File: src/rtl/pipeline_sequencer_pkg.sv
// pipeline_sequencer_pkg
//   Shared definitions for the fetch/decode/execute sequencer: the state
//   encoding (also exported on the debug state port), default widths and the
//   NOP word (MOV R0,R0) that fills the fetch/decode register on reset or flush.
package pipeline_sequencer_pkg;

    localparam int                 DEFAULT_INSTR_W = 32;
    localparam int                 DEFAULT_EXEC_W  = 2;
    localparam logic [31:0]        DEFAULT_NOP     = 32'hE1A0_0000;

    // Encoding is visible to software/debug, so the values are fixed.
    typedef enum logic [1:0] {
        ST_RST    = 2'd0,
        ST_FETCH  = 2'd1,
        ST_DECODE = 2'd2,
        ST_EXEC   = 2'd3
    } seqState_t;

endpackage

File: src/rtl/pipeline_sequencer_if.sv
// pipeline_sequencer_if
//   Groups the instruction-memory handshake and the decoder-facing signals of
//   the sequencer.
//   master (sequencer): drives imem_req, fd_instruction, fd_valid;
//                       reads imem_valid, imem_data, dec_exec_cycles, dec_writes_pc.
//   slave  (memory/decoder side): the reverse directions.
interface pipeline_sequencer_if
    import pipeline_sequencer_pkg::*;
#(
    parameter int INSTR_W = DEFAULT_INSTR_W,
    parameter int EXEC_W  = DEFAULT_EXEC_W
);
    logic               imem_req;
    logic               imem_valid;
    logic [INSTR_W-1:0] imem_data;
    logic [INSTR_W-1:0] fd_instruction;
    logic               fd_valid;
    logic [EXEC_W-1:0]  dec_exec_cycles;
    logic               dec_writes_pc;

    modport master (
        output imem_req,
        output fd_instruction,
        output fd_valid,
        input  imem_valid,
        input  imem_data,
        input  dec_exec_cycles,
        input  dec_writes_pc
    );

    modport slave (
        input  imem_req,
        input  fd_instruction,
        input  fd_valid,
        output imem_valid,
        output imem_data,
        output dec_exec_cycles,
        output dec_writes_pc
    );
endinterface

File: src/rtl/pipeline_sequencer_exec_cycle_counter.sv
// pipeline_sequencer_exec_cycle_counter
//   Execute-phase cycle counter. A load restarts the count at 0 and captures
//   the instruction length (cycles minus 1); enable advances the count, which
//   saturates at the length so it never wraps.
//   Ports: clk, reset (sync, active-low), i_load, i_enable, i_len,
//          o_count (current 0-based cycle), o_last (count has reached length).
module pipeline_sequencer_exec_cycle_counter #(
    parameter int EXEC_W = 2
) (
    input  logic              clk,
    input  logic              reset,
    input  logic              i_load,
    input  logic              i_enable,
    input  logic [EXEC_W-1:0] i_len,
    output logic [EXEC_W-1:0] o_count,
    output logic              o_last
);
    logic [EXEC_W-1:0] r_count;
    logic [EXEC_W-1:0] r_len;
    logic              w_last;

    assign w_last  = (r_count == r_len);
    assign o_count = r_count;
    assign o_last  = w_last;

    // Load wins over enable; counting stops once the last cycle is reached.
    always_ff @(posedge clk) begin
        if (!reset) begin
            r_count <= '0;
            r_len   <= '0;
        end else if (i_load) begin
            r_count <= '0;
            r_len   <= i_len;
        end else if (i_enable && !w_last) begin
            r_count <= r_count + EXEC_W'(1);
        end
    end
endmodule

File: src/rtl/pipeline_sequencer.sv
// pipeline_sequencer
//   Fetch/decode/execute sequencer between instruction memory and decoder.
//   Generates the phase strobes the control registers latch on, supports
//   fetch wait states, variable-length execute, external stall, optional
//   overlapped fetch in the last execute cycle, and flush on PC writes.
//   Ports:
//     clk, reset            clock; synchronous active-low reset
//     i_stall               freeze sequencer this cycle (ignored in RST)
//     io_bus (master)       imem handshake, fd register, decoder inputs
//     o_pc_inc_en           instruction accepted, PC increments this edge
//     o_decode_latch        control registers latch decoder outputs
//     o_exec_active         execute phase in progress
//     o_exec_cycle_idx      0-based execute cycle
//     o_exec_last           final execute cycle
//     o_flush               PC-writing instruction completing
//     o_control_reset       reset strobe to datapath
//     o_state               debug state (RST/FETCH/DECODE/EXEC)
module pipeline_sequencer
    import pipeline_sequencer_pkg::*;
#(
    parameter int          INSTR_W      = DEFAULT_INSTR_W,
    parameter int          EXEC_W       = DEFAULT_EXEC_W,
    parameter int          RESET_CYCLES = 2,
    parameter logic [31:0] NOP_INSTR    = DEFAULT_NOP,
    parameter int          PIPELINED    = 1
) (
    input  logic                  clk,
    input  logic                  reset,
    input  logic                  i_stall,
    pipeline_sequencer_if.master  io_bus,
    output logic                  o_pc_inc_en,
    output logic                  o_decode_latch,
    output logic                  o_exec_active,
    output logic [EXEC_W-1:0]     o_exec_cycle_idx,
    output logic                  o_exec_last,
    output logic                  o_flush,
    output logic                  o_control_reset,
    output logic [1:0]            o_state
);
    localparam int RST_CNT_W = $clog2(RESET_CYCLES + 1);
    localparam logic [RST_CNT_W-1:0] RST_LAST = RST_CNT_W'(RESET_CYCLES - 1);

    seqState_t            r_state;
    seqState_t            w_nextState;
    logic [RST_CNT_W-1:0] r_rstCnt;
    logic [INSTR_W-1:0]   r_fdInstr;
    logic                 r_fdValid;
    logic                 r_exWpc;

    logic [EXEC_W-1:0]    w_exCnt;
    logic                 w_exLast;
    logic                 w_inExec;
    logic                 w_lastGo;
    logic                 w_overlapSlot;
    logic                 w_capture;
    logic                 w_decodeLoad;
    logic                 w_flush;
    logic                 w_imemReq;

    assign w_inExec = (r_state == ST_EXEC);

    // Last execute cycle, not stalled: the instruction retires this edge.
    assign w_lastGo = w_inExec && w_exLast && !i_stall;

    // Overlapped fetch is only offered when the retiring instruction does not
    // write the PC; a pending flush always wins.
    assign w_overlapSlot = w_inExec && w_exLast && !r_exWpc && (PIPELINED != 0);

    // An instruction word is accepted either in FETCH or in the overlap slot.
    assign w_capture = !i_stall && io_bus.imem_valid &&
                       ((r_state == ST_FETCH) || w_overlapSlot);

    assign w_decodeLoad = (r_state == ST_DECODE) && !i_stall;
    assign w_flush      = w_lastGo && r_exWpc;

    pipeline_sequencer_exec_cycle_counter #(
        .EXEC_W (EXEC_W)
    ) u_execCounter (
        .clk      (clk),
        .reset    (reset),
        .i_load   (w_decodeLoad),
        .i_enable (w_inExec && !i_stall),
        .i_len    (io_bus.dec_exec_cycles),
        .o_count  (w_exCnt),
        .o_last   (w_exLast)
    );

    // State register; reset forces RST regardless of any other condition.
    always_ff @(posedge clk) begin
        if (!reset) begin
            r_state <= ST_RST;
        end else begin
            r_state <= w_nextState;
        end
    end

    // Reset-release counter: holds the FSM in RST for RESET_CYCLES cycles.
    always_ff @(posedge clk) begin
        if (!reset) begin
            r_rstCnt <= '0;
        end else if (r_state == ST_RST && r_rstCnt != RST_LAST) begin
            r_rstCnt <= r_rstCnt + RST_CNT_W'(1);
        end
    end

    // Fetch/decode register: loaded on an accepted word, cleared to NOP on flush.
    always_ff @(posedge clk) begin
        if (!reset) begin
            r_fdInstr <= NOP_INSTR[INSTR_W-1:0];
            r_fdValid <= 1'b0;
            r_exWpc   <= 1'b0;
        end else begin
            if (w_capture) begin
                r_fdInstr <= io_bus.imem_data;
                r_fdValid <= 1'b1;
            end else if (w_flush) begin
                r_fdInstr <= NOP_INSTR[INSTR_W-1:0];
                r_fdValid <= 1'b0;
            end
            if (w_decodeLoad) begin
                r_exWpc <= io_bus.dec_writes_pc;
            end
        end
    end

    // Next-state logic; stall holds FETCH/DECODE/EXEC but not RST.
    always_comb begin
        w_nextState = r_state;
        case (r_state)
            ST_RST: begin
                if (r_rstCnt == RST_LAST) begin
                    w_nextState = ST_FETCH;
                end
            end
            ST_FETCH: begin
                if (io_bus.imem_valid && !i_stall) begin
                    w_nextState = ST_DECODE;
                end
            end
            ST_DECODE: begin
                if (!i_stall) begin
                    w_nextState = ST_EXEC;
                end
            end
            ST_EXEC: begin
                if (w_lastGo) begin
                    if (!r_exWpc && (PIPELINED != 0) && io_bus.imem_valid) begin
                        w_nextState = ST_DECODE;
                    end else begin
                        w_nextState = ST_FETCH;
                    end
                end
            end
            default: w_nextState = ST_RST;
        endcase
    end

    // Moore-style output decode, qualified by stall and imem_valid; stall
    // masks the edge strobes but leaves the fetch request as the state asks.
    always_comb begin
        w_imemReq        = 1'b0;
        o_pc_inc_en      = 1'b0;
        o_decode_latch   = 1'b0;
        o_exec_active    = 1'b0;
        o_exec_cycle_idx = '0;
        o_exec_last      = 1'b0;
        o_flush          = 1'b0;
        o_control_reset  = 1'b0;
        case (r_state)
            ST_RST: begin
                o_control_reset = 1'b1;
            end
            ST_FETCH: begin
                w_imemReq   = 1'b1;
                o_pc_inc_en = w_capture;
            end
            ST_DECODE: begin
                o_decode_latch = w_decodeLoad;
            end
            ST_EXEC: begin
                o_exec_active    = 1'b1;
                o_exec_cycle_idx = w_exCnt;
                o_exec_last      = w_exLast;
                o_flush          = w_flush;
                w_imemReq        = w_overlapSlot;
                o_pc_inc_en      = w_capture;
            end
            default: begin
                o_control_reset = 1'b1;
            end
        endcase
    end

    assign io_bus.imem_req       = w_imemReq;
    assign io_bus.fd_instruction = r_fdInstr;
    assign io_bus.fd_valid       = r_fdValid;
    assign o_state               = r_state;
endmodule

File: src/flat_wrapper.sv
// flat-port wrapper written by rule: the top's interface ports become plain ports
module pipeline_sequencer_flat import pipeline_sequencer_pkg::*;
#(
    parameter int          INSTR_W      = DEFAULT_INSTR_W,
    parameter int          EXEC_W       = DEFAULT_EXEC_W,
    parameter int          RESET_CYCLES = 2,
    parameter logic [31:0] NOP_INSTR    = DEFAULT_NOP,
    parameter int          PIPELINED    = 1
)
  (clk, reset, i_stall, o_pc_inc_en, o_decode_latch, o_exec_active, o_exec_cycle_idx, o_exec_last, o_flush, o_control_reset, o_state, io_bus_imem_req, io_bus_fd_instruction, io_bus_fd_valid, io_bus_imem_valid, io_bus_imem_data, io_bus_dec_exec_cycles, io_bus_dec_writes_pc);
  pipeline_sequencer_if #(.INSTR_W(INSTR_W), .EXEC_W(EXEC_W)) io_bus_i ();
  input  logic clk;
  input  logic reset;
  input  logic i_stall;
  output logic o_pc_inc_en;
  output logic o_decode_latch;
  output logic o_exec_active;
  output logic [EXEC_W-1:0] o_exec_cycle_idx;
  output logic o_exec_last;
  output logic o_flush;
  output logic o_control_reset;
  output logic [1:0] o_state;
  output wire logic [$bits(io_bus_i.imem_req)-1:0] io_bus_imem_req;
  output wire logic [$bits(io_bus_i.fd_instruction)-1:0] io_bus_fd_instruction;
  output wire logic [$bits(io_bus_i.fd_valid)-1:0] io_bus_fd_valid;
  input wire logic [$bits(io_bus_i.imem_valid)-1:0] io_bus_imem_valid;
  input wire logic [$bits(io_bus_i.imem_data)-1:0] io_bus_imem_data;
  input wire logic [$bits(io_bus_i.dec_exec_cycles)-1:0] io_bus_dec_exec_cycles;
  input wire logic [$bits(io_bus_i.dec_writes_pc)-1:0] io_bus_dec_writes_pc;
  assign io_bus_imem_req = io_bus_i.imem_req;
  assign io_bus_fd_instruction = io_bus_i.fd_instruction;
  assign io_bus_fd_valid = io_bus_i.fd_valid;
  assign io_bus_i.imem_valid = io_bus_imem_valid;
  assign io_bus_i.imem_data = io_bus_imem_data;
  assign io_bus_i.dec_exec_cycles = io_bus_dec_exec_cycles;
  assign io_bus_i.dec_writes_pc = io_bus_dec_writes_pc;
  pipeline_sequencer #(.INSTR_W(INSTR_W), .EXEC_W(EXEC_W), .RESET_CYCLES(RESET_CYCLES), .NOP_INSTR(NOP_INSTR), .PIPELINED(PIPELINED)) u_core (.clk(clk), .reset(reset), .i_stall(i_stall), .io_bus(io_bus_i), .o_pc_inc_en(o_pc_inc_en), .o_decode_latch(o_decode_latch), .o_exec_active(o_exec_active), .o_exec_cycle_idx(o_exec_cycle_idx), .o_exec_last(o_exec_last), .o_flush(o_flush), .o_control_reset(o_control_reset), .o_state(o_state));
endmodule
File: config.mk
export PLATFORM = sky130hd
export DESIGN_NAME = pipeline_sequencer_flat
export DESIGN_NICKNAME = d
export VERILOG_FILES = /design/src/rtl/pipeline_sequencer_pkg.sv /design/src/rtl/pipeline_sequencer_if.sv /design/src/rtl/pipeline_sequencer_exec_cycle_counter.sv /design/src/rtl/pipeline_sequencer.sv /design/src/flat_wrapper.sv
export SDC_FILE = /design/constraint.sdc
export NUM_CORES = 1
export LEC_CHECK = 0
export CAP_MARGIN = 20
export CELL_PAD_IN_SITES_DETAIL_PLACEMENT = 0
export CELL_PAD_IN_SITES_GLOBAL_PLACEMENT = 1
export CORE_MARGIN = 3
export CORE_UTILIZATION = 26
export CTS_CLUSTER_SIZE = 16
export DETAILED_ROUTE_END_ITERATION = 8
export PLACE_DENSITY = 0.78
export SLEW_MARGIN = 20
export SYNTH_ARGS = -nofsm -noshare
export SYNTH_HDL_FRONTEND = slang
export SYNTH_HIERARCHICAL = 1
export SYNTH_SLANG_ARGS = --single-unit
File: constraint.sdc
create_clock -name clk -period 1.87 [get_ports clk]
set_clock_uncertainty 0.15 [all_clocks]
set_input_delay 0.374 -clock clk [delete_from_list [all_inputs] [get_ports clk]]
set_output_delay 0.374 -clock clk [all_outputs]
set_load 0.05 [all_outputs]
==> impl_metrics.csv <==
group,metric,value,unit
setup_path,rr_endpoint,"u_core/io_bus.fd_instruction[5]",
global_route,grt_pass1_wl,8160,µm
global_route,grt_max_degree,63,
worst_hold_path,hold_path_class,"flop to flop",
clocking,cts.htree.levels,2,
routing,finalWirelength,5290,µm
setup_path,r2r_cells,9,
setup_path,crit_fanout,3,
sta,worst_pin_slew,422,ps
sta,final_hold_viol_count,0,
sta,hold_slack,318,ps
setup_path,crit_required,1350,ps
setup_path,cp-start-kind,"flop",
global_route,grt_util_all_layers,13.4,%
clocking,hold_buffers,0,
setup_path,slowest_delay,340,ps
die,num_io_pins,83,
yosys,synthAdderAreaFrac,0.709,%
setup_path,critPathKind,"flop to output pin",
place,io_buffers,82,
clocking,numClockSinks,42,
sta,layout_setup_ws,-142,ps
routing,drt-met1-wl,2300,µm
clocking,clk_latency,280,ps
finish,area_delta_synth_final,75.4,%
routing,wl_per_cell,13.9,µm
run,drv_cap,0,
setup_path,reg2reg_from,"u_core/u_execCounter/o_count[0]",
sta,slew_violations,0,
routing,drt.antenna.violating_nets,0,
sta,period_share,108,%
place,post-place-ws,-244,ps
routing,drc,0,
routing,via_per_inst,4.67,
routing,drt_iter0_drc,47,
setup_path,arrival,1490,ps
finish,drive_above_1_share,32.5,%
outcome,violations,"negative setup slack",
outcome,status,"finished with violations",
finish,nets,342,
setup_path,setup.worst_path.start,"u_core/u_execCounter/o_count[0]",
place,gp_congestion,0.717,
setup_path,rrSetupSlack,10,ps
yosys,synthMuxAreaShare,2.55,%
yosys,syn_area_per_cell,8.61,µm²
setup_path,cp_slowest_cell,"dfxtp_2",
yosys,synthCells,205,
setup_path,worst-path-buf-inv,2,
yosys,synth_top_area_cell,"dfxtp_1",
yosys,ys_warn_count,6,
yosys,synth_compound_area_share,17.4,%
yosys,synthSimpleGateAreaFrac,23.8,%
finish,antenna_cells,0,
yosys,syn_nets,245,
routing,dr_wl_met2,2680,µm
clocking,ctsRootBufferMaster,"clkbuf_8",
global_route,grt_pass1_vias,1701,
die,die_x,88.4,µm
die,die-area,7810,µm²
yosys,netlist_area,1760,µm²
yosys,synth_top_area_share,47.7,%
setup_path,path_delay_family,"simple AND/OR/NAND/NOR gates",
die,initial_core_util,27.3,%
yosys,synthArstFlopShare,0,%
die,num_rows,29,
yosys,ys_ff_latch,42,
setup_path,crit_path_cell_trace,"xor2_2, nor2_4, buf_6, and4_4, buf_12",
place,hpwl,3600,µm
die,die_h,88.4,µm
sta,rsz0062_at_grt,"yes",
sta,fmax,497,MHz
clocking,cts_buffers,5,
yosys,synth_ff_type,"dfxtp_1",
global_route,grt-ovfl-total,0,
yosys,synth-seq-area-share,47.7,%
global_route,antenna_found_initial,0,
die,core_area,6460,µm²
pwr,peakVddDrop,0.000584,V
pwr,p_per_area,865,nW/µm²
setup_path,endpoint,"o_flush",
routing,wl_met3,256,µm
yosys,synth_xor_area_share,1.49,%
sta,setup_viol,4,
yosys,synth_edf_count,0,
routing,maxUsedRoutingLayer,"met4",
yosys,synth_top_family_by_area,"simple AND/OR/NAND/NOR gates",
routing,firstDrtPassIters,4,
yosys,synth.area.top_cells,"dfxtp_1, nand2_1, o22ai_1, nand2b_1, o32a_1",
sta,period_minus_slack,2010,ps
setup_path,cp-end-kind,"output pin",
clocking,cts_buffer_depth,2,
clocking,cts_tree,"yes",
clocking,path_clk_slew,80,ps
sta,relSlewSlack,71.8,%
routing,num_vias,1770,
yosys,synth_cell_types,33,
setup_path,cp.depth,5,
pwr,p_leak,1.24,nW
[registers in the layout, summed over array words and instances, names as in the netlist]
register and cells:
u_core/io_bus.fd_instruction 32, u_core/io_bus.fd_valid 1, u_core/o_state 2, u_core/r_exWpc 1, u_core/r_rstCnt 2, u_core/u_execCounter/o_count 2
u_core/u_execCounter/r_len 2
[metrics by stage]
| stage | area (µm²) | std cells | TNS [ps] | util (%) | power [mW] |
|---|---|---|---|---|---|
| after detailed placement | 2780 | 363 | -7160 | 43.0 | 1.95 |
| final | 3090 | 379 | -410 | 47.9 | 2.68 |
| after global placement | 2780 | 363 | -6870 | 43.0 | 1.94 |
| after CTS | 2950 | 373 | -496 | 45.7 | 2.67 |
| after floorplan | 1800 | 205 | -5.70 | - | 1.57 |
| after global routing | 3090 | 379 | -2330 | 47.9 | 2.83 |
[repair_timing]
item	in CTS	in global routing
gates resized for setup	13	9
endpoints found under the setup margin	5	36
pin swaps	3	4
cloned	0	4
buffers inserted	3	3
[cells in the mapped netlist (2+ instances only)]
| cell type | n |
|---|---|
| a21oi_1 | 3 |
| dfxtp_1 | 42 |
| inv_1 | 4 |
| buf_4 | 2 |
| and3_1 | 3 |
| o32a_1 | 6 |
| o21ai_0 | 2 |
| buf_2 | 3 |
| xor2_1 | 2 |
| nand2_1 | 56 |
| o22ai_1 | 27 |
| nor2_1 | 5 |
| nor2b_1 | 7 |
| nand2b_1 | 10 |
| nor3b_1 | 2 |
| buf_6 | 3 |
| mux2i_1 | 3 |
| clkbuf_1 | 8 |
| nor3_1 | 3 |
[cell families (layout without fill, tap and decap cells)]
family                   Yosys count  in the layout
AO/OA/AOI/OAI                     44             44
XOR/XNOR                           3              3
adder cells (fa/ha/maj)            1              1
buffers and inverters             21            118
flip-flops                        42             42
multiplexers                       4              4
AND/OR/NAND/NOR                   90             90
[final cells by class]
class,count,area (µm²)
multi-input combinational,142,895
sequential,42,853
tap,77,96.3
clock buffer,7,108
inverter,5,25.0
timing repair buffer,106,1120
fill,636,3360
[cell usage in the layout (no fill, tap or decap), types with 2 or more instances in the layout]
cell	Yosys	layout
nand2b_1	10	10
nor2b_1	7	7
dfxtp_4	0	2
buf_12	0	12
and3_1	3	3
buf_8	0	2
buf_4	2	47
dfxtp_1	42	36
o22ai_1	27	24
buf_6	3	4
nor3_1	3	3
o32a_1	6	6
mux2i_1	3	3
o21ai_0	2	2
nor2_1	5	4
inv_1	4	3
o22ai_2	0	2
dfxtp_2	0	4
a21oi_1	3	3
clkbuf_16	0	4
nand2_1	56	56
clkbuf_8	0	6
clkdlybuf4s50_1	0	36
xor2_2	0	2
[how the worst min path moves through the flow]
stage	to	start	cells after the start	slack, ps
6_report	u_core/io_bus.fd_instruction[0]	u_core/io_bus.fd_instruction[0]	2	320
5_1_grt	u_core/io_bus.fd_instruction[9]	u_core/io_bus.fd_instruction[9]	2	350
3_3_place_gp	u_core/io_bus.fd_instruction[1]	u_core/io_bus.fd_instruction[1]	2	300
4_1_cts	u_core/io_bus.fd_instruction[0]	u_core/io_bus.fd_instruction[0]	2	320
2_1_floorplan	u_core/u_execCounter/o_count[1]	u_core/u_execCounter/o_count[1]	2	310
3_5_place_dp	u_core/io_bus.fd_instruction[9]	u_core/io_bus.fd_instruction[9]	2	310
[metal layers]
layer  global-route usage (%)  up-vias
li1                         -      893
met1                     17.4      826
met2                     21.5       49
met3                     3.91        2
met4                     4.40        0
met5                        0        -
[worst min-delay path, cell delays in order (launching register included)]
cell	delay [ps]
dfxtp_1	310
nand2_1	50
o22ai_1	60
[where the power goes]
group,switching (mW),internal [mW]
Combinational,0.504,0.446
Clock,0.296,0.373
Sequential,0.0854,0.971
Power figures use the tool's default switching activity.
